===== src/rtl/alu_imm_sequencer_if.sv =====
// Control bundle between the register-immediate sequencer and the datapath:
// instruction inputs plus every control line, status flag and counter.
interface alu_imm_sequencer_if #(
    parameter int OPCODE_W = 5,
    parameter int ALU_OP_W = 5,
    parameter int CNT_W    = 16
);
    logic                start;
    logic                mem_ready;
    logic [OPCODE_W-1:0] ir_opcode;

    logic PCout, IncPC, MARin;
    logic read, RAMenable, MDRin;
    logic MDRout, IRin;
    logic Grb, Rout, Yin;
    logic Cout;
    logic ZMuxEnable, ZMuxOut, Gra, Rin;
    logic ZSelect;

    logic [ALU_OP_W-1:0] aluControl;
    logic                busy;
    logic                done;
    logic                illegal;
    logic                fault;
    logic [CNT_W-1:0]    instr_count;

    // Sequencer side
    modport master (
        input  start, mem_ready, ir_opcode,
        output PCout, IncPC, MARin, read, RAMenable, MDRin, MDRout, IRin,
               Grb, Rout, Yin, Cout, ZMuxEnable, ZMuxOut, Gra, Rin, ZSelect,
               aluControl, busy, done, illegal, fault, instr_count
    );

    // Datapath / instruction-register side
    modport slave (
        output start, mem_ready, ir_opcode,
        input  PCout, IncPC, MARin, read, RAMenable, MDRin, MDRout, IRin,
               Grb, Rout, Yin, Cout, ZMuxEnable, ZMuxOut, Gra, Rin, ZSelect,
               aluControl, busy, done, illegal, fault, instr_count
    );
endinterface


===== src/rtl/alu_imm_sequencer.sv =====
// T0..T5 control-step sequencer for addi/andi/ori with memory wait, opcode decode,
// illegal detection and retire counter. Define ALU_IMM_SEQ_TIMEOUT_EN for the T1 timeout.
module alu_imm_sequencer #(
    parameter int OPCODE_W     = 5,
    parameter int ALU_OP_W     = 5,
    parameter int CNT_W        = 16,
    parameter int AUTO_RESTART = 0,
    parameter int MEM_TIMEOUT  = 8
) (
    input logic             clock,
    input logic             clear,
    alu_imm_sequencer_if.master bus
);

    typedef enum logic [2:0] {
        S_IDLE, S_T0, S_T1, S_T2, S_T3, S_T4, S_T5
    } state_t;

    typedef struct packed {
        logic pc_out, inc_pc, mar_in;
        logic read, ram_en, mdr_in;
        logic mdr_out, ir_in;
        logic grb, r_out, y_in;
        logic c_out;
        logic zmux_en, zmux_out, gra, r_in;
    } ctrl_t;

    localparam logic [OPCODE_W-1:0] OP_ADDI  = OPCODE_W'(5'b01100);
    localparam logic [OPCODE_W-1:0] OP_ANDI  = OPCODE_W'(5'b01101);
    localparam logic [OPCODE_W-1:0] OP_ORI   = OPCODE_W'(5'b01110);
    localparam logic [ALU_OP_W-1:0] ALU_ADD  = ALU_OP_W'(5'b00011);
    localparam logic [ALU_OP_W-1:0] ALU_AND  = ALU_OP_W'(5'b00101);
    localparam logic [ALU_OP_W-1:0] ALU_OR   = ALU_OP_W'(5'b00110);

    state_t              state_q, state_d;
    ctrl_t               ctrl_q;
    logic [ALU_OP_W-1:0] alu_q, alu_d;
    logic                busy_q;
    logic                done_q, done_d;
    logic                illegal_q, illegal_d;
    logic [CNT_W-1:0]    cnt_q, cnt_d;

`ifdef ALU_IMM_SEQ_TIMEOUT_EN
    localparam int WAIT_W = $clog2(MEM_TIMEOUT + 1);
    logic              fault_q, fault_d;
    logic [WAIT_W-1:0] wait_q, wait_d;
`endif

    // Control lines are a pure function of the step; Rin only ever appears in T5.
    function automatic ctrl_t decode_ctrl(input state_t s);
        ctrl_t c;
        c = '0;
        case (s)
            S_T0: begin c.pc_out = 1'b1; c.inc_pc = 1'b1; c.mar_in = 1'b1; end
            S_T1: begin c.read = 1'b1; c.ram_en = 1'b1; c.mdr_in = 1'b1; end
            S_T2: begin c.mdr_out = 1'b1; c.ir_in = 1'b1; end
            S_T3: begin c.grb = 1'b1; c.r_out = 1'b1; c.y_in = 1'b1; end
            S_T4: c.c_out = 1'b1;
            S_T5: begin c.zmux_en = 1'b1; c.zmux_out = 1'b1; c.gra = 1'b1; c.r_in = 1'b1; end
            default: ;
        endcase
        return c;
    endfunction

    always_comb begin
        state_d   = state_q;
        alu_d     = alu_q;
        illegal_d = illegal_q;
        cnt_d     = cnt_q;
        done_d    = 1'b0;
`ifdef ALU_IMM_SEQ_TIMEOUT_EN
        fault_d   = fault_q;
        wait_d    = '0;
`endif
        case (state_q)
            S_IDLE: begin
                if (bus.start) begin
                    state_d   = S_T0;
                    illegal_d = 1'b0;
`ifdef ALU_IMM_SEQ_TIMEOUT_EN
                    fault_d   = 1'b0;
`endif
                end
            end
            S_T0: state_d = S_T1;
            S_T1: begin
                if (bus.mem_ready) begin
                    state_d = S_T2;
                end
`ifdef ALU_IMM_SEQ_TIMEOUT_EN
                // wait_q counts completed T1 cycles; the last allowed one gives up.
                else if (wait_q == WAIT_W'(MEM_TIMEOUT - 1)) begin
                    state_d = S_IDLE;
                    fault_d = 1'b1;
                end else begin
                    wait_d = wait_q + WAIT_W'(1);
                end
`endif
            end
            S_T2: state_d = S_T3;
            S_T3: begin
                state_d = S_T4;
                case (bus.ir_opcode)
                    OP_ADDI: alu_d = ALU_ADD;
                    OP_ANDI: alu_d = ALU_AND;
                    OP_ORI:  alu_d = ALU_OR;
                    default: begin
                        state_d   = S_IDLE;
                        illegal_d = 1'b1;
                    end
                endcase
            end
            S_T4: state_d = S_T5;
            S_T5: begin
                state_d = (AUTO_RESTART != 0) ? S_T0 : S_IDLE;
                cnt_d   = cnt_q + CNT_W'(1);
                done_d  = 1'b1;
            end
            default: state_d = S_IDLE;
        endcase
    end

    always_ff @(posedge clock) begin
        if (clear) begin
            state_q   <= S_IDLE;
            ctrl_q    <= '0;
            alu_q     <= '0;
            busy_q    <= 1'b0;
            done_q    <= 1'b0;
            illegal_q <= 1'b0;
            cnt_q     <= '0;
`ifdef ALU_IMM_SEQ_TIMEOUT_EN
            fault_q   <= 1'b0;
            wait_q    <= '0;
`endif
        end else begin
            state_q   <= state_d;
            ctrl_q    <= decode_ctrl(state_d);
            alu_q     <= alu_d;
            busy_q    <= (state_d != S_IDLE);
            done_q    <= done_d;
            illegal_q <= illegal_d;
            cnt_q     <= cnt_d;
`ifdef ALU_IMM_SEQ_TIMEOUT_EN
            fault_q   <= fault_d;
            wait_q    <= wait_d;
`endif
        end
    end

    assign bus.PCout       = ctrl_q.pc_out;
    assign bus.IncPC       = ctrl_q.inc_pc;
    assign bus.MARin       = ctrl_q.mar_in;
    assign bus.read        = ctrl_q.read;
    assign bus.RAMenable   = ctrl_q.ram_en;
    assign bus.MDRin       = ctrl_q.mdr_in;
    assign bus.MDRout      = ctrl_q.mdr_out;
    assign bus.IRin        = ctrl_q.ir_in;
    assign bus.Grb         = ctrl_q.grb;
    assign bus.Rout        = ctrl_q.r_out;
    assign bus.Yin         = ctrl_q.y_in;
    assign bus.Cout        = ctrl_q.c_out;
    assign bus.ZMuxEnable  = ctrl_q.zmux_en;
    assign bus.ZMuxOut     = ctrl_q.zmux_out;
    assign bus.Gra         = ctrl_q.gra;
    assign bus.Rin         = ctrl_q.r_in;
    assign bus.ZSelect     = 1'b0;
    assign bus.aluControl  = alu_q;
    assign bus.busy        = busy_q;
    assign bus.done        = done_q;
    assign bus.illegal     = illegal_q;
    assign bus.instr_count = cnt_q;
`ifdef ALU_IMM_SEQ_TIMEOUT_EN
    assign bus.fault       = fault_q;
`else
    assign bus.fault       = 1'b0;
`endif

endmodule


===== src/flat_wrapper.sv =====
// flat-port wrapper written by rule: the top's interface ports become plain ports
module alu_imm_sequencer_flat 
#(
    parameter int OPCODE_W     = 5,
    parameter int ALU_OP_W     = 5,
    parameter int CNT_W        = 16,
    parameter int AUTO_RESTART = 0,
    parameter int MEM_TIMEOUT  = 8
)
  (clock, clear, bus_start, bus_mem_ready, bus_ir_opcode, bus_PCout, bus_IncPC, bus_MARin, bus_read, bus_RAMenable, bus_MDRin, bus_MDRout, bus_IRin, bus_Grb, bus_Rout, bus_Yin, bus_Cout, bus_ZMuxEnable, bus_ZMuxOut, bus_Gra, bus_Rin, bus_ZSelect, bus_aluControl, bus_busy, bus_done, bus_illegal, bus_fault, bus_instr_count);
  alu_imm_sequencer_if #(.OPCODE_W(OPCODE_W), .ALU_OP_W(ALU_OP_W), .CNT_W(CNT_W)) bus_i ();
  input logic clock;
  input logic clear;
  input wire logic [$bits(bus_i.start)-1:0] bus_start;
  input wire logic [$bits(bus_i.mem_ready)-1:0] bus_mem_ready;
  input wire logic [$bits(bus_i.ir_opcode)-1:0] bus_ir_opcode;
  output wire logic [$bits(bus_i.PCout)-1:0] bus_PCout;
  output wire logic [$bits(bus_i.IncPC)-1:0] bus_IncPC;
  output wire logic [$bits(bus_i.MARin)-1:0] bus_MARin;
  output wire logic [$bits(bus_i.read)-1:0] bus_read;
  output wire logic [$bits(bus_i.RAMenable)-1:0] bus_RAMenable;
  output wire logic [$bits(bus_i.MDRin)-1:0] bus_MDRin;
  output wire logic [$bits(bus_i.MDRout)-1:0] bus_MDRout;
  output wire logic [$bits(bus_i.IRin)-1:0] bus_IRin;
  output wire logic [$bits(bus_i.Grb)-1:0] bus_Grb;
  output wire logic [$bits(bus_i.Rout)-1:0] bus_Rout;
  output wire logic [$bits(bus_i.Yin)-1:0] bus_Yin;
  output wire logic [$bits(bus_i.Cout)-1:0] bus_Cout;
  output wire logic [$bits(bus_i.ZMuxEnable)-1:0] bus_ZMuxEnable;
  output wire logic [$bits(bus_i.ZMuxOut)-1:0] bus_ZMuxOut;
  output wire logic [$bits(bus_i.Gra)-1:0] bus_Gra;
  output wire logic [$bits(bus_i.Rin)-1:0] bus_Rin;
  output wire logic [$bits(bus_i.ZSelect)-1:0] bus_ZSelect;
  output wire logic [$bits(bus_i.aluControl)-1:0] bus_aluControl;
  output wire logic [$bits(bus_i.busy)-1:0] bus_busy;
  output wire logic [$bits(bus_i.done)-1:0] bus_done;
  output wire logic [$bits(bus_i.illegal)-1:0] bus_illegal;
  output wire logic [$bits(bus_i.fault)-1:0] bus_fault;
  output wire logic [$bits(bus_i.instr_count)-1:0] bus_instr_count;
  assign bus_i.start = bus_start;
  assign bus_i.mem_ready = bus_mem_ready;
  assign bus_i.ir_opcode = bus_ir_opcode;
  assign bus_PCout = bus_i.PCout;
  assign bus_IncPC = bus_i.IncPC;
  assign bus_MARin = bus_i.MARin;
  assign bus_read = bus_i.read;
  assign bus_RAMenable = bus_i.RAMenable;
  assign bus_MDRin = bus_i.MDRin;
  assign bus_MDRout = bus_i.MDRout;
  assign bus_IRin = bus_i.IRin;
  assign bus_Grb = bus_i.Grb;
  assign bus_Rout = bus_i.Rout;
  assign bus_Yin = bus_i.Yin;
  assign bus_Cout = bus_i.Cout;
  assign bus_ZMuxEnable = bus_i.ZMuxEnable;
  assign bus_ZMuxOut = bus_i.ZMuxOut;
  assign bus_Gra = bus_i.Gra;
  assign bus_Rin = bus_i.Rin;
  assign bus_ZSelect = bus_i.ZSelect;
  assign bus_aluControl = bus_i.aluControl;
  assign bus_busy = bus_i.busy;
  assign bus_done = bus_i.done;
  assign bus_illegal = bus_i.illegal;
  assign bus_fault = bus_i.fault;
  assign bus_instr_count = bus_i.instr_count;
  alu_imm_sequencer #(.OPCODE_W(OPCODE_W), .ALU_OP_W(ALU_OP_W), .CNT_W(CNT_W), .AUTO_RESTART(AUTO_RESTART), .MEM_TIMEOUT(MEM_TIMEOUT)) u_core (.clock(clock), .clear(clear), .bus(bus_i));
endmodule

===== config.mk =====
export PLATFORM = sky130hd
export DESIGN_NAME = alu_imm_sequencer_flat
export DESIGN_NICKNAME = d
export VERILOG_FILES = /design/src/rtl/alu_imm_sequencer_if.sv /design/src/rtl/alu_imm_sequencer.sv /design/src/flat_wrapper.sv
export SDC_FILE = /design/constraint.sdc
export NUM_CORES = 1
export LEC_CHECK = 0
export CORE_ASPECT_RATIO = 1.2
export CORE_UTILIZATION = 44
export DETAILED_ROUTE_END_ITERATION = 12
export GPL_ROUTABILITY_DRIVEN = 0
export HOLD_SLACK_MARGIN = 0.12
export PLACE_DENSITY = 0.79
export SYNTH_ARGS = -nofsm -noshare
export SYNTH_HDL_FRONTEND = slang
export SYNTH_SLANG_ARGS = --single-unit

===== constraint.sdc =====
create_clock -name clock -period 2.4 [get_ports clock]
set_clock_uncertainty 0.05 [all_clocks]
set_input_delay 0.36 -clock clock [delete_from_list [all_inputs] [get_ports clock]]
set_output_delay 0.36 -clock clock [all_outputs]
set_load 0.02 [all_outputs]

==> reports/metrics.cfg <==
[global_route]
antenna_found_initial = 0
grt_overflow = 0
track_usage_pct = 18.4
grt_pass1_vias = 1096
use_met3_pct = 5.71
met2_usage_pct = 26.4
grt_pass1_wl_mm = 4.71
grt_max_degree = 25
grt_use_met1_pct = 24.3
grt-busiest-layer = met2

[outcome]
status = complete, no violations

[sta]
rsz0062_at_grt = false
post-route-min-period_ns = 1.96
timing.final.crit_share_pct = 81.5
max_freq_mhz = 511
hold_ws_ns = 0.437
slew_viol_final = 0
hold_violations = 0
finalSetupViolCount = 0
setup_tns_ns = 0
finalWorstSetupSlack_ns = 0.444

[critical_path]
end_kind = register
crit_slowest_cell = dfxtp_1
cpPeakStageDelay_ns = 0.57
path_cells = nand3b_4, or3_1, or4_1, a21oi_1
crit_fanout = 11
path_class = register to register
required_ns = 2.61
cp.arrival_ns = 2.17
startpoint_type = register

[synthesis]
ys_ff_latch = 31
yosysWarnings = 0
synth_ff_type = dfxtp_1
synthArstFlopShare_pct = 0
synth_area_leaders = dfxtp_1, buf_4, xnor2_1
synth-edff-count = 0
avgSynthCellArea_um2 = 8.76
syn_area_mm2 = 0.00143
yosys.area.top_type = dfxtp_1
netlist.area_leader.share_pct = 43.5
synthCells = 163
synth_cell_types = 38
yosysSeqAreaShare_pct = 43.5

[route]
dr.pass1.iters = 4
drcViolationCount = 0
drt_iter0_markers = 35
drt-vias-per-instance = 5.15
routedWlPerCell_um = 12.0
ant_nets = 0
num_vias = 1216
wl_mm = 2.84

[pwr]
p_per_area_mw_per_mm2 = 513
p_leak_nw = 0.640
irDropWorstVdd_mv = 0.507
finalPower_w = 0.000965

[clock_network]
cts_root_buf = clkbuf_4
cts_sinks = 31
hold_buffers = 0
cts_tree = yes
cts_buffers = 5
htree_levels = 2
clock_latency_ns = 0.33
cts_buffer_depth = 2
post_cts_resized = 0
path_clk_slew_ns = 0.09
cts_setup_buffers = 0

[floorplan]
core_area_mm2 = 0.00308
num_rows = 22
initial_core_util_pct = 46.3
die_w_um = 54
ioPinCount = 51
die_h_um = 64.4
die_area_mm2 = 0.00348

[min_path]
hold_class = register to register

[place]
place_ws_ns = 0.512
dp_hpwl_mm = 2.05
io_buffers = 46

[final_layout]
layout_commonest_cell = clkdlybuf4s50_1
drive_gt1_share_pct = 6.50
fillers = 280
nNetsFinal = 209
syn_to_final_growth_pct = 31.7
antenna_cells = 0
final_cell_mix = clkdlybuf4s50_1, dfxtp_1, nor2_1
multi_input_area_um2 = 652
seq_area_um2 = 621

[job]
maxCapViolCount = 0

## worst max-delay path: cells and delay by family (launching register included)
family | cells | cell delay, ns
AND/OR/NAND/NOR | 3 | 1.13
flip-flops | 1 | 0.57
AO/OA/AOI/OAI | 1 | 0.14
## state kept, by name, indices dropped and copies added (netlist names)
signal,cells
u_core.bus.Cout,1
u_core.bus.Grb,1
u_core.bus.IRin,1
u_core.bus.MARin,1
u_core.bus.MDRin,1
u_core.bus.ZMuxOut,1
u_core.bus.aluControl,3
u_core.bus.busy,1
u_core.bus.done,1
u_core.bus.illegal,1
u_core.bus.instr_count,16
u_core.state_q,3
## cells by family (layout without fill, tap and decap cells)
logic type	after synthesis	in the layout	synth area share, %
multiplexers	1	1	0.701
other	1	4	0.263
AO/OA/AOI/OAI	26	26	10.9
buffers and inverters	27	61	11.7
adder cells (fa/ha/maj)	1	1	0.876
XOR/XNOR	9	9	5.52
AND/OR/NAND/NOR	67	67	26.6
flip-flops	31	31	43.5
## report_power, final
group	leakage (nW)	switching (W)	internal, W
Sequential	0.251	0.0000112	0.000522
Combinational	0.351	0.0000484	0.0000447
Clock	0.0386	0.000166	0.000172
## final timing paths
check | slack [ns] | start | end | cells after the start
setup / recovery | 0.44 | u_core.state_q[1]$_SDFF_PP0_ | u_core.bus.instr_count[15]$_SDFFE_PP0P_ | 4
hold / removal | 0.44 | u_core.bus.instr_count[15]$_SDFFE_PP0P_ | u_core.bus.instr_count[15]$_SDFFE_PP0P_ | 2
setup reg to reg | 0.44 | u_core.state_q[1]$_SDFF_PP0_ | u_core.bus.instr_count[15]$_SDFFE_PP0P_ | 4
hold reg to reg | 0.44 | u_core.bus.instr_count[15]$_SDFFE_PP0P_ | u_core.bus.instr_count[15]$_SDFFE_PP0P_ | 2
## per-stage QoR
stage	cell area, µm²	utilization, %	std cells
after floorplan	1440	-	166
after global placement	1810	58.8	228
after detailed placement	1810	58.8	228
after CTS	1880	61.0	236
after global routing	1880	61.0	236
final	1880	61.0	236
## cells in the mapped netlist, types with 2 or more instances
| cell | n |
|---|---|
| dfxtp_1 | 31 |
| nor2_1 | 15 |
| buf_4 | 14 |
| a21oi_1 | 12 |
| nand2_1 | 9 |
| nor3_1 | 8 |
| xnor2_1 | 7 |
| nor4_1 | 6 |
| o21ai_0 | 6 |
| or3_1 | 6 |
| inv_1 | 5 |
| nand2b_1 | 5 |
| nand3_1 | 5 |
| buf_2 | 4 |
| buf_1 | 2 |
| o22a_1 | 2 |
| o31ai_1 | 2 |
| or2_2 | 2 |
| or4_1 | 2 |
| xor2_1 | 2 |
## layout make-up
type / instances / share of cell area [%]
Sequential cell: 31 / 33.0
Tap cell: 36 / 2.40
Inverter: 5 / 0.998
Clock buffer: 8 / 3.66
Timing Repair Buffer: 48 / 25.3
Multi-Input combinational cell: 108 / 34.7
## routing by layer
metal	share of wire, %	vias up
met2	46	41
met3	5.6	8
met5	0	-
met4	2.6	0
li1	-	617
met1	46	550
No activity file was read; power rests on OpenSTA's default activity.
